===== src/rtl/cpu_sequencer.sv =====
// cpu_sequencer: fetch/execute controller for the 16-bit CPU core.
// Fetches instructions bytewise over a req/ack port, then runs one execute cycle.
// Optional feature macro: CPU_SINGLE_STEP_EN adds the step port and a HALT state.
module cpu_sequencer (
    input  logic        clk,
    input  logic        rst,
    output logic        mem_req,
    output logic [15:0] mem_addr,
    input  logic        mem_ack,
    input  logic [7:0]  mem_rdata,
    output logic [15:0] inst,
    output logic [7:0]  data,
    output logic        dec_en,
    output logic        exec,
    output logic [15:0] pc,
    input  logic        inst_branch,
    input  logic        inst_if,
    input  logic        if_zero,
    input  logic        if_not_zero,
    input  logic        if_else,
    input  logic        if_not_else,
    input  logic [15:0] rhs,
    input  logic        acc_zero
`ifdef CPU_SINGLE_STEP_EN
    ,
    input  logic        step
`endif
);

    localparam int unsigned ADDR_W = 16;
    localparam int unsigned INST_W = 16;
    localparam int unsigned BYTE_W = 8;

    typedef enum logic [2:0] {
        S_FETCH_HI   = 3'd0,
        S_FETCH_LO   = 3'd1,
        S_FETCH_DATA = 3'd2,
        S_EXEC       = 3'd3,
        S_HALT       = 3'd4
    } state_e;

    state_e              state_q, state_d;
    logic [ADDR_W-1:0]   pc_q, pc_d;
    logic [INST_W-1:0]   inst_q, inst_d;
    logic [BYTE_W-1:0]   data_q, data_d;
    logic                skip_q, skip_d;
    logic                else_q, else_d;
    logic                mem_req_q, mem_req_d;
    logic                exec_c;
    logic                xfer_c;
    logic                has_data_c;

    // A byte transfer completes only while a request is actually outstanding
    assign xfer_c     = mem_req_q && mem_ack;
    // Data-operand class is decoded from the high IR byte loaded in FETCH_HI
    assign has_data_c = (inst_q[15:14] == 2'b10) && (inst_q[10:9] == 2'b01);

    // Next-state, register updates and execute strobe
    always_comb begin
        state_d   = state_q;
        pc_d      = pc_q;
        inst_d    = inst_q;
        data_d    = data_q;
        skip_d    = skip_q;
        else_d    = else_q;
        exec_c    = 1'b0;
        case (state_q)
            S_FETCH_HI: begin
                if (xfer_c) begin
                    inst_d[15:8] = mem_rdata;
                    pc_d         = pc_q + ADDR_W'(1);
                    state_d      = S_FETCH_LO;
                end
            end
            S_FETCH_LO: begin
                if (xfer_c) begin
                    inst_d[7:0] = mem_rdata;
                    pc_d        = pc_q + ADDR_W'(1);
                    state_d     = has_data_c ? S_FETCH_DATA : S_EXEC;
                end
            end
            S_FETCH_DATA: begin
                if (xfer_c) begin
                    data_d  = mem_rdata;
                    pc_d    = pc_q + ADDR_W'(1);
                    state_d = S_EXEC;
                end
            end
            S_EXEC: begin
                if (!skip_q) begin
                    exec_c = 1'b1;
                    if (inst_branch) begin
                        pc_d = pc_q + rhs;
                    end
                    if (inst_if) begin
                        if (if_zero) begin
                            skip_d = !acc_zero;
                            else_d = !acc_zero;
                        end else if (if_not_zero) begin
                            skip_d = acc_zero;
                            else_d = acc_zero;
                        end else if (if_else) begin
                            skip_d = !else_q;
                        end else if (if_not_else) begin
                            skip_d = else_q;
                        end
                    end
                end else begin
                    skip_d = 1'b0;
                end
`ifdef CPU_SINGLE_STEP_EN
                state_d = S_HALT;
`else
                state_d = S_FETCH_HI;
`endif
            end
`ifdef CPU_SINGLE_STEP_EN
            S_HALT: begin
                if (step) begin
                    state_d = S_FETCH_HI;
                end
            end
`endif
            default: state_d = S_FETCH_HI;
        endcase
        mem_req_d = (state_d == S_FETCH_HI) || (state_d == S_FETCH_LO) ||
                    (state_d == S_FETCH_DATA);
    end

    // State and datapath registers with synchronous reset
    always_ff @(posedge clk) begin
        if (rst) begin
            state_q   <= S_FETCH_HI;
            pc_q      <= '0;
            inst_q    <= '0;
            data_q    <= '0;
            skip_q    <= 1'b0;
            else_q    <= 1'b0;
            mem_req_q <= 1'b0;
        end else begin
            state_q   <= state_d;
            pc_q      <= pc_d;
            inst_q    <= inst_d;
            data_q    <= data_d;
            skip_q    <= skip_d;
            else_q    <= else_d;
            mem_req_q <= mem_req_d;
        end
    end

    assign mem_req  = mem_req_q;
    assign mem_addr = pc_q;
    assign pc       = pc_q;
    assign inst     = inst_q;
    assign data     = data_q;
    assign dec_en   = exec_c;
    assign exec     = exec_c;

endmodule


===== config.mk =====
export PLATFORM = sky130hd
export DESIGN_NAME = cpu_sequencer
export DESIGN_NICKNAME = d
export VERILOG_FILES = /design/src/rtl/cpu_sequencer.sv
export SDC_FILE = /design/constraint.sdc
export NUM_CORES = 1
export LEC_CHECK = 0
export CORE_UTILIZATION = 50
export CTS_BUF_LIST = sky130_fd_sc_hd__clkbuf_4
export CTS_CLUSTER_DIAMETER = 100
export CTS_CLUSTER_SIZE = 12
export DETAILED_ROUTE_END_ITERATION = 16
export PLACE_DENSITY = 0.89
export SETUP_SLACK_MARGIN = 0.5
export SLEW_MARGIN = 40
export SYNTH_ARGS = -nofsm -noshare
export SYNTH_HDL_FRONTEND = slang
export SYNTH_SLANG_ARGS = --single-unit

===== constraint.sdc =====
create_clock -name clk -period 6.2 [get_ports clk]
set_input_delay 1.24 -clock clk [delete_from_list [all_inputs] [get_ports clk]]
set_output_delay 1.24 -clock clk [all_outputs]
set_load 0.05 [all_outputs]

## Yosys cells after proc, flatten, opt, wreduce, memory -nomap -nowiden

Cells that the tools add are included.
Widths: inputs -> output; s select.

- Bits in registers: 46
- Output and inout port bits: 59

- Add/subtract/negate cells: 2
- Equality and inequality tests: 10
- Muxes and demuxes: 19
- Bitwise logic cells: 1
- Reduce and logical (&&, ||, !) cells: 16

Operators by type and width:

| operator | number |
|---|---|
| $mux 16 | 3 |
| $pmux 16 s2 | 1 |
| $add 16x1->16 const B | 1 |
| $add 16x16->16 | 1 |
| $mux 1 | 11 |
| $eq 3x2->1 const B | 3 |
| $mux 3 | 3 |
| $pmux 3 s3 | 1 |
| $reduce_and 4->1 | 2 |
| $eq 3x1->1 const B | 2 |
| $logic_not 3->1 | 2 |
| $reduce_and 2->1 | 3 |
| $ne 2x2->1 const B | 2 |
| $reduce_bool 2->1 | 2 |
| $reduce_or 3->1 | 1 |
| $eq 2x1->1 const B | 1 |
| $eq 2x2->1 const B | 1 |
| $logic_and 1x1->1 | 2 |
| $logic_not 1->1 | 2 |
| $logic_or 1x1->1 | 2 |
| $ne 2x1->1 const B | 1 |
| $not 1->1 | 1 |

## Logic depth before layout (Yosys ltp)

Gate-level depths: netlist (run 1).

- Depth in word-level cells: 8
- Depth in mapped cells: 12

## Worst setup path after synthesis (run 1)

No wires, ideal clock.

- Path type: in2reg
- From: input rhs[0]
- To: register pc_q[10] (netlist: mem_addr[10])
- Setup time: 0.120 ns
- Arrival time: 3.314 ns
- Data required time: 6.080 ns
- Setup slack: 2.766 ns
- Stages on the path: 9
- Path buffers: 0
- Cells stage by stage: or3_1 -> ha_1 -> fa_1 -> a211o_1 -> a21oi_1 -> o21ai_1 -> a31oi_1 -> nor4_1 -> a211o_1

- Longest elaborated chain between the ends: 4

Ends and longest elaborated chain:

| item | line | source |
|---|---|---|
| start: declaration | 22 | `input logic [15:0] rhs,` |
| $add 16x16->16 | 93 | `pc_d = pc_q + rhs;` |
| $mux 16 | 92 | `if (inst_branch) begin` |
| $mux 16 | 90 | `if (!skip_q) begin` |
| $pmux 16 s2 | 67 | `case (state_q)` |
| end signal: assignment | 142 | `pc_q <= pc_d;` |
| end: declaration | 43 | `logic [ADDR_W-1:0] pc_q, pc_d;` |

No other way between the ends. The select of a mux whose other input is x is not followed.
A chain may end at the register's enable or synchronous reset.

## Final worst setup path (run 1)

Same ends and word-level chain as after synthesis.

==> flow_metrics.env, run 1 <==
export IMPL_hp_class="reg2reg"
export IMPL_numCtsBuffers=5
export IMPL_rows=26
export IMPL_antenna_left=0
export IMPL_pwr_share_comb_pct=12.2
export IMPL_cts_resized=0
export IMPL_place_inst=447
export IMPL_chipWidth_um=76.4
export IMPL_postCtsHoldBufs=0
export IMPL_clock_sinks=46
export IMPL_maxSlewHeadroom_pct=48.8
export IMPL_final_area_mm2=0.00366
export IMPL_crit_type="in2reg"
export IMPL_startpoint="rhs[0]"
export IMPL_yosysMostFrequentCell="dfxtp_1"
export IMPL_track_usage_pct=23.1
export IMPL_ys_types=58
export IMPL_period_share_pct=59.0
export IMPL_r2r_start="state_q[0]"
export IMPL_synthesis_nets=365
export IMPL_initialDrtViolationCount=118
export IMPL_cts_path_max_buffers=2
export IMPL_gp_congestion=0.892
export IMPL_drv_slew=0
export IMPL_cp_required_ns=6.47
export IMPL_ys_top_cells_by_count="dfxtp_1 (46), nor2_1 (33), mux2i_1 (27)"
export IMPL_synth_seq_cells=46
export IMPL_hold_viol=0
export IMPL_yosysTopAreaCell="dfxtp_1"
export IMPL_yosysTopAreaCellShare_pct=33.3
export IMPL_hpwl_um=4750
export IMPL_power_leakage_uw=0.00145
export IMPL_die_h_um=76.4
export IMPL_dieArea_mm2=0.00583
export IMPL_switchingPower_uw=139
export IMPL_finalSetupViolations=0
export IMPL_routed_via_density=5.51
export IMPL_clk_pin_slew_ns=0.15
export IMPL_netlist_instances=315
export IMPL_synth_area_mm2=0.00277
export IMPL_yosysSeqAreaShare_pct=33.3
export IMPL_finalCriticalPeriod_ns=3.66
export IMPL_placed_area_mm2=0.00357
export IMPL_async_flop_share_pct=0
export IMPL_p_clk_share_pct=33.7
export IMPL_synth_edff_count=0
export IMPL_seqPwrFrac_pct=54.1
export IMPL_drive_gt1_share_pct=6.75
export IMPL_maxCapViolations=0
export IMPL_grt_antenna_before_repair=0
export IMPL_first_global_vias=2475
export IMPL_worst_pin_slew_ns=0.769
export IMPL_fmax_ghz=0.274
export IMPL_startpoint_type="input pin"
export IMPL_power_internal_uw=421
export IMPL_grt_max_degree=29
export IMPL_m1WireLength_um=2830
export IMPL_synth_area_per_cell_um2=8.78
export IMPL_drt_pass1_iter_count=4
export IMPL_syn2layout_area_growth_pct=32.3
export IMPL_wl_met2_um=3230
export IMPL_synth_warnings=0
export IMPL_coreArea_mm2=0.00520
export IMPL_sw_frac_of_total_pct=24.9
export IMPL_ctsRootBufferMaster="clkbuf_4"
export IMPL_ios=93
export IMPL_ys_flop_type="dfxtp_1"
export IMPL_io_buffers=92
export IMPL_h_tree_depth=2
export IMPL_wl_met3_um=496
export IMPL_highest_layer="met4"
export IMPL_arrival_ns=3.93
export IMPL_grt_pass1_wl_um=11100
export IMPL_ir_drop_mv=0.137
export IMPL_avgRoutedWirePerCell_um=14.5
export IMPL_fin_cells=455
export IMPL_worstSetupEndpointType="flop"
export IMPL_final_nets=434
export IMPL_outcome="completed"
export IMPL_min_delay_start="mem_addr[5]"
export IMPL_tritoncts="done"
export IMPL_holdPathStages=2
export IMPL_start_util_pct=53.1
export IMPL_reg2regPathDepth=10
export IMPL_post_cts_buffers=0
export IMPL_clock_latency_ns=0.36
export IMPL_rsz0062_at_grt="false"
export IMPL_cp_max_fo=3
export IMPL_finalSetupTns_ns=0
export IMPL_p_per_area_mw_per_mm2=153
export IMPL_n_antenna_cell=0
export IMPL_synth_area_leaders="dfxtp_1 (33%), mux2i_1 (9.8%), ha_1 (6.8%), buf_4 (4.9%), nor2_1 (4.5%)"
export IMPL_overflow=0
export IMPL_setup_ws_ns=2.54
export IMPL_final_setup_skew_ns=0.0186
export IMPL_via_count=2505
export IMPL_wl_um=6590
export IMPL_drcViolationCount=0
export IMPL_place_ws_ns=2.16
[worst max-delay path, stage by stage]
cell and delay, ns:
clkdlybuf4s50_1 0.40, or3_1 0.36, ha_1 0.23, fa_1 0.43, a211o_1 0.34, a21oi_1 0.24, o21ai_1 0.14, a31oi_1 0.23
nor4_1 0.06, a211o_1 0.25
[cells by family after synthesis]
group                    after synthesis  synth area share (%)
AND/OR/NAND/NOR                      116                  21.9
XOR/XNOR                               6                  1.90
adder cells (fa/ha/maj)               16                  7.51
other                                  1                 0.136
multiplexers                          29                  10.9
AO/OA/AOI/OAI                         68                  16.8
flip-flops                            46                  33.3
buffers and inverters                 33                  7.65
[path summary, 6_finish.rpt]
| check | endpoint | slack (ns) |
|---|---|---|
| worst max-delay path | mem_addr[10] | 2.54 |
| worst min-delay path | mem_addr[5] | 0.50 |
| worst max register to register | mem_addr[15] | 3.18 |
| worst min register to register | mem_addr[5] | 0.50 |
[power groups by stage]
stage                     Combinational, uW  Clock (uW)  Sequential, uW
after floorplan                        25.1           0             319
after global placement                 67.1           0             309
after detailed placement               68.0           0             310
after CTS                              68.4         192             303
after global routing                   72.8         204             304
final                                  68.2         189             303
[final cells by class]
type / instances / area [um^2]
Clock buffer: 6 / 45.0
Clock inverter: 2 / 37.5
Tap cell: 70 / 87.6
Multi-Input combinational cell: 236 / 1640
Inverter: 2 / 7.51
Timing Repair Buffer: 93 / 923
Fill cell: 418 / 1550
Sequential cell: 46 / 921
[metal layers]
metal	vias to the layer above	track usage (%)
li1	1247	-
met1	1168	27.3
met2	88	39.8
met3	2	7.54
met4	0	6.54
met5	-	0
[sequential cells by signal (all words and copies together) (netlist names)]
register / count
inst: 16
mem_addr: 16
data: 8
state_q: 3
else_q: 1
mem_req: 1
skip_q: 1
[through the flow]
stage,utilization [%],power (uW),hold WS [ns]
CTS,70.2,564,0.502
detailed placement,68.6,377,0.482
global placement,68.7,376,0.474
floorplan,-,344,0.458
global route,70.3,581,0.546
finish,70.3,560,0.501
[placed cells by master (no fill, tap or decap), types with 4 or more instances in the layout]
cell type        Yosys  layout
nor2_1              33      32
o21ai_1              4       4
nor3_1               4       4
nand3_1              8       8
ha_1                15      15
dfxtp_1             46      46
clkdlybuf4s50_1      0      91
o21ai_0              5       5
a31oi_1              5       5
nand2_1             25      25
mux2i_1             27      27
xnor2_1              4       4
or3_1                4       4
a21o_1               5       5
and2_1              14      14
a21oi_1             21      21
clkbuf_4             0       6
Note: power is estimated with default switching activity, not from simulation.
==> run 2: changes to the inputs <==
--- a/config.mk
+++ b/config.mk
@@ -5,12 +5,12 @@
 export SDC_FILE = /design/constraint.sdc
 export NUM_CORES = 1
 export LEC_CHECK = 0
-export CORE_UTILIZATION = 50
+export CORE_UTILIZATION = 43
 export CTS_BUF_LIST = sky130_fd_sc_hd__clkbuf_4
 export CTS_CLUSTER_DIAMETER = 100
 export CTS_CLUSTER_SIZE = 12
 export DETAILED_ROUTE_END_ITERATION = 16
-export PLACE_DENSITY = 0.89
+export PLACE_DENSITY = 0.81
 export SETUP_SLACK_MARGIN = 0.5
 export SLEW_MARGIN = 40
 export SYNTH_ARGS = -nofsm -noshare
==> constraint.sdc (replaced) <==
create_clock -name clk -period 3.2 [get_ports clk]
set_input_delay 0.64 -clock clk [delete_from_list [all_inputs] [get_ports clk]]
set_output_delay 0.64 -clock clk [all_outputs]
set_load 0.05 [all_outputs]
==> run 2 against run 1 <==
  * Setup slack lost 2.0 ns
  * Final cell count grew 4.8%
  * Count of clock-buffer cells in the layout shrank 1
  * Sequential share of layout area shrank 1.3 points
  * Non-clock buffer count grew 17
  * First-iteration DRC count grew 27%
  * Clock skew shrank 0.0058 ns
==> flow_metrics.env, run 2 (synthesis results as in run 1) <==
export IMPL_outcome="completed"
export IMPL_drive_gt1_share_pct=14.4
export IMPL_drcViolationCount=0
export IMPL_gp_congestion=0.863
export IMPL_initialDrtViolationCount=150
export IMPL_via_count=2580
export IMPL_highest_layer="met4"
export IMPL_start_util_pct=45.6
export IMPL_avgRoutedWirePerCell_um=14.5
export IMPL_first_global_vias=2404
export IMPL_crit_type="in2reg"
export IMPL_startpoint_type="input pin"
export IMPL_cp_max_fo=3
export IMPL_worst_pin_slew_ns=0.540
export IMPL_cp_required_ns=3.48
export IMPL_antenna_left=0
export IMPL_crit_top_cell="a211o_1"
export IMPL_wl_um=6930
export IMPL_grt_max_degree=34
export IMPL_wl_met3_um=556
export IMPL_finalSetupViolations=0
export IMPL_overflow=0
export IMPL_hp_class="reg2reg"
export IMPL_period_share_pct=83.9
export IMPL_clk_pin_slew_ns=0.15
export IMPL_routed_via_density=5.41
export IMPL_slowest_delay_ns=0.39
export IMPL_m1WireLength_um=3050
export IMPL_maxSlewHeadroom_pct=64.0
export IMPL_crit_family="compound AO/OA/AOI/OAI gates"
export IMPL_fill_cells=482
export IMPL_dieArea_mm2=0.00676
export IMPL_clock_sinks=46
export IMPL_fin_cells=477
export IMPL_grt_pass1_wl_um=11000
export IMPL_rsz0062_at_grt="true"
export IMPL_cts_path_max_buffers=2
export IMPL_hpwl_um=4860
export IMPL_rows=28
export IMPL_ctsRootBufferMaster="clkbuf_4"
export IMPL_wl_met2_um=3210
export IMPL_track_usage_pct=21.4
export IMPL_power_leakage_uw=0.00155
export IMPL_chipWidth_um=82.2
export IMPL_layout_common_cells="clkdlybuf4s50_1 (91), dfxtp_1 (43), nor2_1 (32), mux2i_1 (27), nand2_1 (24)"
export IMPL_ios=93
export IMPL_layout_commonest_cell="clkdlybuf4s50_1"
export IMPL_h_tree_depth=2
export IMPL_path_buf_inv=1
export IMPL_tritoncts="done"
export IMPL_io_buffers=92
export IMPL_die_h_um=82.2
export IMPL_place_inst=459
export IMPL_arrival_ns=2.97
export IMPL_finalCriticalPeriod_ns=2.69
export IMPL_path_cells="dlygate4sd2_1, or3_4, ha_4, fa_2, a211o_1, a21oi_4, o21ai_4, a31oi_4, nor4_1, a211o_1"
export IMPL_p_per_area_mw_per_mm2=259
export IMPL_slowest_stage="or3_4"
export IMPL_coreArea_mm2=0.00606
export IMPL_drt_pass1_iter_count=4
export IMPL_worstSetupEndpointType="flop"
export IMPL_hold_viol=0
export IMPL_drv_slew=0
export IMPL_syn2layout_area_growth_pct=40.7
export IMPL_placed_area_mm2=0.00365
export IMPL_n_antenna_cell=0
export IMPL_postCtsHoldBufs=0
export IMPL_maxCapViolations=0
export IMPL_grt_antenna_before_repair=0
export IMPL_final_area_mm2=0.00389
export IMPL_final_setup_skew_ns=0.0128
export IMPL_fmax_ghz=0.372
export IMPL_numCtsBuffers=5
export IMPL_final_nets=451
export IMPL_clock_latency_ns=0.37
export IMPL_ir_drop_mv=0.298
run 2: path summary, 6_finish.rpt:
path | from | endpoint | slack [ns] | depth (start not counted)
min | mem_addr[11] | mem_addr[11] | 0.50 | 2
max reg2reg | state_q[2] | mem_addr[15] | 0.58 | 10
min reg2reg | mem_addr[11] | mem_addr[11] | 0.50 | 2
max | rhs[0] | mem_addr[10] | 0.51 | 10
run 2: repair_timing:
action,CTS,global route
cloned,0,0
endpoints found under the setup margin,7,3
pin swaps,11,12
buffers inserted,7,3
gates resized for setup,13,11
run 2: worst reg2reg max path, stage by stage (launching register included):
cell      delay, ns
dfxtp_2        0.48
nor2_4         0.07
buf_6          0.14
and2_1         0.19
ha_1           0.31
a211oi_2       0.27
o211ai_1       0.15
a41oi_2        0.26
o21ai_2        0.08
mux2_4         0.30
mux2_4         0.29
run 2: where the power goes:
| group | switching, uW | total, uW | internal, uW |
|---|---|---|---|
| Combinational | 71.8 | 138 | 65.9 |
| Sequential | 7.92 | 587 | 579 |
| Clock | 199 | 285 | 85.7 |
| Total | 279 | 1010 | 731 |
run 2: final cells by class:
type	count	area, um^2	area share, %
Inverter	2	7.51	0.193
Clock inverter	3	21.3	0.547
Multi-Input combinational cell	236	1740	44.7
Timing Repair Buffer	110	1060	27.3
Clock buffer	5	37.5	0.965
Tap cell	75	93.8	2.41
Sequential cell	46	930	23.9
run 2: per-layer routing:
| layer | track usage, % | vias up |
|---|---|---|
| li1 | - | 1280 |
| met1 | 26.0 | 1190 |
| met2 | 35.0 | 100 |
| met3 | 7.58 | 10 |
| met4 | 7.02 | 0 |
| met5 | 0 | - |
run 2: through the flow:
stage	hold slack (ns)	util, %	worst slack (ns)	power [uW]	setup TNS (ns)
2_1_floorplan	0.469	-	0.489	668	0
3_3_place_gp	0.472	60.3	0.0111	733	0
3_5_place_dp	0.486	60.3	-0.0623	734	-0.123
4_1_cts	0.513	62.8	0.519	1020	0
5_1_grt	0.525	64.2	0.488	1050	0
6_report	0.505	64.2	0.514	1010	0
